## src/rtl/buf_seq.sv

```systemverilog
// buf_seq: frame sequencer for the cubic transpose buffer between two FFT passes.
// Writes a cube in row/dep/col order, then reads it back transposed (row fastest).
// Ports:
//   clock, reset_n             clock and async active-low reset
//   in_valid/in_ready          upstream beat handshake (two samples per beat)
//   in_data0/1                 upstream sample pair (even, odd row)
//   out_valid/out_ready        downstream handshake on the output register
//   out_data0/1                registered buffer read data
//   frame_done                 one-cycle pulse after the last read of a cube
//   busy                       high while reading the cube back
//   buf_wr/buf_rd              buffer write and read strobes
//   buf_row/buf_col/buf_dep    buffer index (row counts row pairs)
//   buf_wrdata0/1              buffer write data
//   buf_rddata0/1              combinational buffer read data
module buf_seq #(
   parameter int CUBIC_D = 96
) (
   input  logic        clock,
   input  logic        reset_n,
   input  logic        in_valid,
   output logic        in_ready,
   input  logic [63:0] in_data0,
   input  logic [63:0] in_data1,
   output logic        out_valid,
   input  logic        out_ready,
   output logic [63:0] out_data0,
   output logic [63:0] out_data1,
   output logic        frame_done,
   output logic        busy,
   output logic        buf_wr,
   output logic        buf_rd,
   output logic [6:0]  buf_row,
   output logic [6:0]  buf_col,
   output logic [6:0]  buf_dep,
   output logic [63:0] buf_wrdata0,
   output logic [63:0] buf_wrdata1,
   input  logic [63:0] buf_rddata0,
   input  logic [63:0] buf_rddata1
);

   localparam logic [6:0] L_DM = 7'(CUBIC_D - 1);
   localparam logic [6:0] L_HM = 7'(CUBIC_D / 2 - 1);

   typedef enum logic {
      ST_WR = 1'b0,
      ST_RD = 1'b1
   } state_t;

   state_t      r_state;
   state_t      w_state_nxt;
   logic [6:0]  r_row;
   logic [6:0]  r_col;
   logic [6:0]  r_dep;
   logic [6:0]  w_row_nxt;
   logic [6:0]  w_col_nxt;
   logic [6:0]  w_dep_nxt;
   logic        r_out_valid;
   logic [63:0] r_out_data0;
   logic [63:0] r_out_data1;
   logic        r_frame_done;
   logic        w_wr;
   logic        w_rd;
   logic        w_row_end;
   logic        w_col_end;
   logic        w_dep_end;
   logic        w_last;

   assign w_row_end = (r_row == L_HM);
   assign w_col_end = (r_col == L_DM);
   assign w_dep_end = (r_dep == L_DM);
   // Final index is the same corner for both traversal orders.
   assign w_last    = w_row_end & w_col_end & w_dep_end;

   // Strobes are gated by reset so nothing reaches the buffer while held.
   assign w_wr = reset_n & (r_state == ST_WR) & in_valid;
   assign w_rd = reset_n & (r_state == ST_RD) & (~r_out_valid | out_ready);

   always_comb begin
      w_state_nxt = r_state;
      w_row_nxt   = r_row;
      w_col_nxt   = r_col;
      w_dep_nxt   = r_dep;
      unique case (r_state)
         ST_WR: begin
            if (w_wr) begin
               if (w_last) begin
                  w_state_nxt = ST_RD;
                  w_row_nxt   = '0;
                  w_col_nxt   = '0;
                  w_dep_nxt   = '0;
               end else if (!w_col_end) begin
                  w_col_nxt = r_col + 7'd1;
               end else begin
                  w_col_nxt = '0;
                  if (!w_dep_end) begin
                     w_dep_nxt = r_dep + 7'd1;
                  end else begin
                     w_dep_nxt = '0;
                     w_row_nxt = r_row + 7'd1;
                  end
               end
            end
         end
         ST_RD: begin
            if (w_rd) begin
               if (w_last) begin
                  w_state_nxt = ST_WR;
                  w_row_nxt   = '0;
                  w_col_nxt   = '0;
                  w_dep_nxt   = '0;
               end else if (!w_row_end) begin
                  w_row_nxt = r_row + 7'd1;
               end else begin
                  w_row_nxt = '0;
                  if (!w_col_end) begin
                     w_col_nxt = r_col + 7'd1;
                  end else begin
                     w_col_nxt = '0;
                     w_dep_nxt = r_dep + 7'd1;
                  end
               end
            end
         end
      endcase
   end

   always_ff @(posedge clock or negedge reset_n) begin
      if (!reset_n) begin
         r_state <= ST_WR;
         r_row   <= '0;
         r_col   <= '0;
         r_dep   <= '0;
      end else begin
         r_state <= w_state_nxt;
         r_row   <= w_row_nxt;
         r_col   <= w_col_nxt;
         r_dep   <= w_dep_nxt;
      end
   end

   // Output register drains on its own, even after returning to WR.
   always_ff @(posedge clock or negedge reset_n) begin
      if (!reset_n) begin
         r_out_valid  <= 1'b0;
         r_out_data0  <= '0;
         r_out_data1  <= '0;
         r_frame_done <= 1'b0;
      end else begin
         if (w_rd) begin
            r_out_valid <= 1'b1;
            r_out_data0 <= buf_rddata0;
            r_out_data1 <= buf_rddata1;
         end else if (r_out_valid && out_ready) begin
            r_out_valid <= 1'b0;
         end
         r_frame_done <= w_rd & w_last;
      end
   end

   assign in_ready    = (r_state == ST_WR);
   assign busy        = (r_state == ST_RD);
   assign buf_wr      = w_wr;
   assign buf_rd      = w_rd;
   assign buf_row     = (w_wr | w_rd) ? r_row : '0;
   assign buf_col     = (w_wr | w_rd) ? r_col : '0;
   assign buf_dep     = (w_wr | w_rd) ? r_dep : '0;
   assign buf_wrdata0 = in_data0;
   assign buf_wrdata1 = in_data1;
   assign out_valid   = r_out_valid;
   assign out_data0   = r_out_data0;
   assign out_data1   = r_out_data1;
   assign frame_done  = r_frame_done;

endmodule

```

## config.mk

```make
export PLATFORM = sky130hd
export DESIGN_NAME = buf_seq
export DESIGN_NICKNAME = d
export VERILOG_FILES = /design/src/rtl/buf_seq.sv
export SDC_FILE = /design/constraint.sdc
export NUM_CORES = 1
export LEC_CHECK = 0
export ABC_AREA = 1
export CORE_AREA = 2 2 209 211
export DETAILED_ROUTE_END_ITERATION = 8
export DIE_AREA = 0 0 211 213
export SLEW_MARGIN = 0
export SYNTH_ARGS = -nofsm -noshare
export SYNTH_HDL_FRONTEND = slang
export SYNTH_SLANG_ARGS = --single-unit
```

## constraint.sdc

```tcl
create_clock -name clock -period 2.48 [get_ports clock]
set_input_delay 0.496 -clock clock [delete_from_list [all_inputs] [get_ports clock]]
set_output_delay 0.496 -clock clock [all_outputs]
set_load 0.02 [all_outputs]
```

==> flow_metrics.env, run 1 <==
export IMPL_status="completed"
export IMPL_final_common_cell="nand2_1"
export IMPL_synthSimpleGateAreaFrac_pct=28.3
export IMPL_area_growth_pct=41.8
export IMPL_first_pass_iters=4
export IMPL_power_switching_mw=2.52
export IMPL_clock_fmax_mhz=427
export IMPL_nets=1335
export IMPL_htreeDepth=4
export IMPL_via_per_inst=3.74
export IMPL_die_y_um=213
export IMPL_finalCritPeriodShare_pct=94.5
export IMPL_post_place_cells=1596
export IMPL_ys_ff_latch=152
export IMPL_portBuffers=286
export IMPL_synth_xor_area_share_pct=0.589
export IMPL_cp_data_required_time_ns=1.98
export IMPL_wl_per_cell_um=14.0
export IMPL_cts_sinks=152
export IMPL_diodes=0
export IMPL_via_count=6100
export IMPL_ys_warn_count=0
export IMPL_drc=0
export IMPL_synth_compound_area_share_pct=1.63
export IMPL_hold_class="in2async"
export IMPL_worst_slew_pin_transition_ns=0.868
export IMPL_crit_end="buf_row[2]"
export IMPL_cp_arrival_ns=1.85
export IMPL_fillers=4648
export IMPL_synth_cell_types=29
export IMPL_synth_top_family_by_area="simple AND/OR/NAND/NOR gates"
export IMPL_cts_made_buffers=17
export IMPL_wirelength_mm=22.9
export IMPL_yosysSeqAreaShare_pct=51.1
export IMPL_drive_above_1_share_pct=8.57
export IMPL_grt_max_degree=75
export IMPL_synthCells=908
export IMPL_p_seq_share_pct=38.3
export IMPL_io_pins=543
export IMPL_clkTransAtPathRegs_ns=0.06
export IMPL_synth_fp_nets=1171
export IMPL_cts_buffer_depth=2
export IMPL_crit_start="in_valid"
export IMPL_mostFrequentLayoutCells="439 x nand2_1, 262 x clkdlybuf4s50_1, 152 x dfrtp_1, 36 x inv_1, 32 x nor2_1"
export IMPL_rsz0062_at_grt="no"
export IMPL_r2r_cells=9
export IMPL_drt_iter0_drc=343
export IMPL_peakVddDrop_mv=0.430
export IMPL_p_leak_nw=5.06
export IMPL_clkPwrFrac_pct=35.5
export IMPL_die_w_um=211
export IMPL_muxShareOfSynthArea_pct=0
export IMPL_internal_power_mw=5.57
export IMPL_clk_latency_ns=0.47
export IMPL_first_global_vias=6113
export IMPL_pwr_share_comb_pct=26.2
export IMPL_cap_violations=0
export IMPL_overflow=0
export IMPL_cts_tree="yes"
export IMPL_cp_max_fo=7
export IMPL_die_area_um2=44900
export IMPL_r2r_slack_ns=0.53
export IMPL_final_max_slew_viol_count=0
export IMPL_root_buffer="clkbuf_16"
export IMPL_layout_min_cycle_time_ns=2.34
export IMPL_start_kind="input pin"
export IMPL_reg2reg_from="busy$_DFF_PN0_"
export IMPL_finalNonFillerCells=1631
export IMPL_core_area_um2=42700
export IMPL_timing_rr_end="out_data1[7]$_DFFE_PN0P_"
export IMPL_finalSetupTns_ns=0
export IMPL_p_per_area_nw_per_um2=767
export IMPL_gp_congestion=0.767
export IMPL_dpl_hpwl_mm=17.0
export IMPL_initial_core_util_pct=17.4
export IMPL_grt_pass1_wl_mm=34.0
export IMPL_endpoint_kind="primary output"
export IMPL_skew_ns=0.0198
export IMPL_antenna_found_initial=0
export IMPL_critical_path_class="in2out"
export IMPL_synth_adder_area_share_pct=0.504
export IMPL_finalSetupViolations=0
export IMPL_hold_viol_final=0
export IMPL_avgSynthCellArea_um2=8.19
export IMPL_postRouteAntennaNets=0
export IMPL_slew_headroom_pct=42.1
export IMPL_p_sw_share_pct=31.2
export IMPL_grt_usage_pct=10.2
export IMPL_row_count=76
export IMPL_synthesis_area_um2=7440
[layer usage]
metal	vias up	track usage [%]	share of wire (%)
met1	2799	10.9	39
met2	255	15.9	47
met3	86	4.34	8.0
met4	0	8.14	5.6
met5	-	0	0
li1	2960	-	-
[what timing repair did]
| item | CTS | global route |
|---|---|---|
| resized for setup | 19 | 26 |
| buffers inserted | 2 | 0 |
| hold buffers | 1 | 0 |
| setup endpoints to repair | 17 | 14 |
| endpoints found under the hold margin | 10 | 0 |
[cell usage after synthesis, drive strengths merged]
master / count / area share [%]
clkbuf: 1 / 0.050
buf: 160 / 16
nor3: 5 / 0.40
xor2: 5 / 0.59
nand3: 27 / 2.0
dfrtp: 152 / 51
nor2: 38 / 2.3
o21bai: 1 / 0.15
o31ai: 1 / 0.10
inv: 41 / 2.1
nand2: 446 / 23
ha: 3 / 0.50
o22ai: 1 / 0.084
nand4: 9 / 0.76
a21oi: 3 / 0.25
o21ai: 14 / 0.94
o211ai: 1 / 0.10
[kinds of logic after synthesis]
group | Yosys count
AOI/OAI and AO/OA | 21
xor gates and xnor gates | 5
adders and majority gates | 3
buffers and inverters | 202
DFF | 152
and+or+nand+nor | 525
[layout make-up]
| type | count | area (um^2) | share of cell area [%] |
|---|---|---|---|
| multi-input cells | 554 | 2310 | 21.9 |
| clock buffers | 22 | 474 | 4.49 |
| clock inverters | 10 | 165 | 1.57 |
| flip-flops and latches | 152 | 3800 | 36.0 |
| inverters | 41 | 163 | 1.54 |
| repair buffers | 306 | 2950 | 28.0 |
| well taps | 546 | 683 | 6.47 |
[flip-flops by register name (all words and copies together) (netlist names)]
signal,flops
out_data0,64
out_data1,64
r_col,7
r_dep,7
r_row,7
busy,1
frame_done,1
out_valid,1
[power groups by stage]
stage	registers [mW]	clock network, mW	logic, mW
floorplan	3.45	0	1.01
global route	3.15	3.09	2.32
detailed placement	3.14	0	2.15
CTS	3.10	3.01	2.15
finish	3.10	2.87	2.12
global placement	3.13	0	2.13
[worst min path at each step]
| stage | cells past startpoint | slack [ns] | to |
|---|---|---|---|
| 2_1_floorplan | 0 | 0.20 | busy$_DFF_PN0_ |
| 3_3_place_gp | 2 | 0.44 | frame_done$_DFF_PN0_ |
| 3_5_place_dp | 2 | 0.44 | out_data0[30]$_DFFE_PN0P_ |
| 4_1_cts | 2 | 0.05 | busy$_DFF_PN0_ |
| 5_1_grt | 2 | 0.08 | busy$_DFF_PN0_ |
| 6_report | 2 | 0.07 | busy$_DFF_PN0_ |
[worst max-delay path, cell delays in order]
cell	delay [ns]
clkdlybuf4s50_1	0.45
nand2_1	0.06
inv_1	0.08
nand2_2	0.07
nand2_4	0.08
clkinvlp_4	0.11
buf_4	0.19
nor2_1	0.13
buf_4	0.16
[metrics by stage]
step | total power [mW] | setup slack [ns] | hold slack [ns] | cell area [um^2] | util (%)
2_1_floorplan | 4.46 | 0.581 | 0.200 | 7440 | -
3_3_place_gp | 5.26 | -0.183 | 0.443 | 9940 | 23.3
6_report | 8.09 | 0.136 | 0.0673 | 10600 | 24.7
3_5_place_dp | 5.29 | -0.224 | 0.442 | 9940 | 23.3
4_1_cts | 8.27 | 0.00116 | 0.0483 | 10600 | 24.8
5_1_grt | 8.56 | 0.0418 | 0.0803 | 10600 | 24.7
No activity file was read; power rests on OpenSTA's default activity.
==> run 2: changes to the inputs <==
Settings changed: ABC_AREA 1 to not set, CORE_AREA 2 2 209 211 to 2 2 214 216, CTS_CLUSTER_DIAMETER set to 50, DIE_AREA 0 0 211 213 to 0 0 216 218.
==> flow_metrics.env, run 2 <==
export IMPL_status="completed"
export IMPL_muxShareOfSynthArea_pct=21.1
export IMPL_mostFrequentLayoutCells="262 x clkdlybuf4s50_1, 152 x dfrtp_1, 132 x mux2_2, 25 x and3_1, 22 x buf_4"
export IMPL_layout_min_cycle_time_ns=2.34
export IMPL_slew_headroom_pct=51.2
export IMPL_cts_tree="yes"
export IMPL_synthesis_area_um2=7160
export IMPL_cp_data_required_time_ns=1.98
export IMPL_drive_above_1_share_pct=26.8
export IMPL_highest_layer="met5"
export IMPL_nets=997
export IMPL_overflow=0
export IMPL_finalCritPeriodShare_pct=94.5
export IMPL_post_route_worst_setup_slack_ns=0.137
export IMPL_synth_main_ff_cell="dfrtp_1"
export IMPL_die_area_um2=47100
export IMPL_finalSetupViolations=0
export IMPL_multi_input_area_um2=2290
export IMPL_peakVddDrop_mv=0.447
export IMPL_synth_edf_count=0
export IMPL_clock_fmax_mhz=427
export IMPL_cts_buffer_depth=2
export IMPL_grt_usage_pct=9.78
export IMPL_skew_ns=0.0163
export IMPL_io_pins=543
export IMPL_wl_met2_mm=11.3
export IMPL_worst_slew_pin_transition_ns=0.732
export IMPL_diodes=0
export IMPL_yosysTopAreaCellShare_pct=53.1
export IMPL_ys_warn_count=0
export IMPL_core_area_um2=44900
export IMPL_postRouteAntennaNets=0
export IMPL_initial_core_util_pct=15.9
export IMPL_rsz0062_at_grt="no"
export IMPL_synth_top_cells_by_count="152 x dfrtp_1, 132 x mux2_2, 128 x buf_4"
export IMPL_htreeDepth=4
export IMPL_reg2reg_from="r_dep[0]$_DFFE_PN0P_"
export IMPL_grt_pass1_wl_mm=34.0
export IMPL_yosysSeqAreaShare_pct=53.1
export IMPL_clkTransAtPathRegs_ns=0.07
export IMPL_final_common_cell="clkdlybuf4s50_1"
export IMPL_first_global_vias=5386
export IMPL_die_y_um=218
export IMPL_portBuffers=286
export IMPL_seq_area_um2=3800
export IMPL_root_buffer="clkbuf_16"
export IMPL_power_mw=7.58
export IMPL_grt_max_degree=125
export IMPL_synth_adder_area_share_pct=0.524
export IMPL_synth_cell_types=48
export IMPL_synth_fp_nets=815
export IMPL_synth_top_area_cell="dfrtp_1"
export IMPL_cp_arrival_ns=1.85
export IMPL_wl_per_cell_um=17.2
export IMPL_post_cts_setup_buffers=0
export IMPL_ys_async_sr_fraction_pct=100
export IMPL_synth_xor_area_share_pct=0.839
export IMPL_hold_viol_final=0
export IMPL_first_pass_iters=4
export IMPL_cts_sinks=152
export IMPL_synth_compound_area_share_pct=2.73
export IMPL_drc=0
export IMPL_antenna_found_initial=1
export IMPL_synth_most_common_cell="dfrtp_1"
export IMPL_ys_ff_latch=152
export IMPL_start_kind="register"
export IMPL_endpoint_kind="primary output"
export IMPL_synthSimpleGateAreaFrac_pct=6.80
export IMPL_synthCells=552
export IMPL_wirelength_mm=23.2
export IMPL_crit_end="in_ready"
export IMPL_clk_latency_ns=0.44
export IMPL_crit_start="busy$_DFF_PN0_"
export IMPL_fillers=4815
export IMPL_via_count=4973
export IMPL_wirelength_met1_mm=8.04
export IMPL_yosys_top_cells_area="dfrtp_1 53%, mux2_2 21%, buf_4 13%"
export IMPL_cp_max_fo=4
export IMPL_cap_violations=0
export IMPL_avgSynthCellArea_um2=13.0
export IMPL_r2r_cells=5
export IMPL_timing_rr_end="r_row[6]$_DFFE_PN0P_"
export IMPL_post_place_ws_ns=-0.0952
export IMPL_p_leak_nw=4.38
export IMPL_die_w_um=216
export IMPL_drt_iter0_drc=262
export IMPL_synth_top_family_by_area="multiplexers"
export IMPL_row_count=78
export IMPL_final_max_slew_viol_count=0
export IMPL_p_per_area_nw_per_um2=718
export IMPL_cts_made_buffers=17
export IMPL_via_per_inst=3.69
export IMPL_dr_wl_met3_mm=2.65
export IMPL_gp_congestion=0.787
export IMPL_hold_class="in2async"
export IMPL_critical_path_class="reg2out"
export IMPL_area_growth_pct=47.5
export IMPL_dpl_hpwl_mm=18.0
export IMPL_r2r_slack_ns=0.31
run 2: cell families after synthesis:
logic type / count (synthesis)
flip-flops: 152
buffers and inverters: 151
multiplexers: 134
AND/OR/NAND/NOR: 81
AO/OA/AOI/OAI: 25
XOR/XNOR: 6
adder cells (fa/ha/maj): 3
run 2: what timing repair did:
item,CTS,global route
gates resized for setup,18,1
gates cloned,0,0
endpoints found under the setup margin,18,1
endpoints found under the hold margin,4,0
hold buffers,1,0
run 2: per-stage QoR:
stage | utilization, % | cell area (um^2) | std cells | hold slack, ns | setup TNS [ns]
2_1_floorplan | - | 7160 | 552 | 0.200 | 0
3_3_place_gp | 22.3 | 10000 | 1314 | 0.307 | -0.941
3_5_place_dp | 22.3 | 10000 | 1314 | 0.307 | -1.19
4_1_cts | 23.5 | 10600 | 1346 | 0.0697 | 0
5_1_grt | 23.5 | 10600 | 1346 | 0.0914 | 0
6_report | 23.5 | 10600 | 1346 | 0.0967 | 0
run 2: worst min path at each step:
stage,startpoint,end,cells past startpoint
global placement,reset_n,out_data0[22]$_DFFE_PN0P_,1
global route,reset_n,r_dep[6]$_DFFE_PN0P_,2
floorplan,reset_n,busy$_DFF_PN0_,0
CTS,reset_n,r_dep[5]$_DFFE_PN0P_,2
finish,reset_n,r_dep[6]$_DFFE_PN0P_,2
detailed placement,reset_n,out_data0[22]$_DFFE_PN0P_,1
run 2: critical path, cell delays in order, from the launching register on:
cell             delay, ns
dfrtp_1               0.42
buf_4                 0.18
inv_1                 0.07
buf_4                 0.14
clkdlybuf4s50_1       0.61
run 2: final cells by class:
type,count,area share [%]
Sequential cell,152,36.0
Timing Repair Buffer,313,29.7
Multi-Input combinational cell,249,21.7
Tap cell,600,7.11
Clock buffer,20,4.23
Clock inverter,11,1.14
Inverter,1,0.0355
run 2: power breakdown:
group          switching (mW)  internal, mW
Clock                    1.07          1.50
Combinational           0.886          1.07
Sequential              0.218          2.83
Total                    2.17          5.40
run 2: layer usage:
layer	up-vias	track usage, %
met5	-	0.417
met2	289	15.7
met1	2427	9.94
met4	4	6.35
met3	91	5.12
li1	2162	-
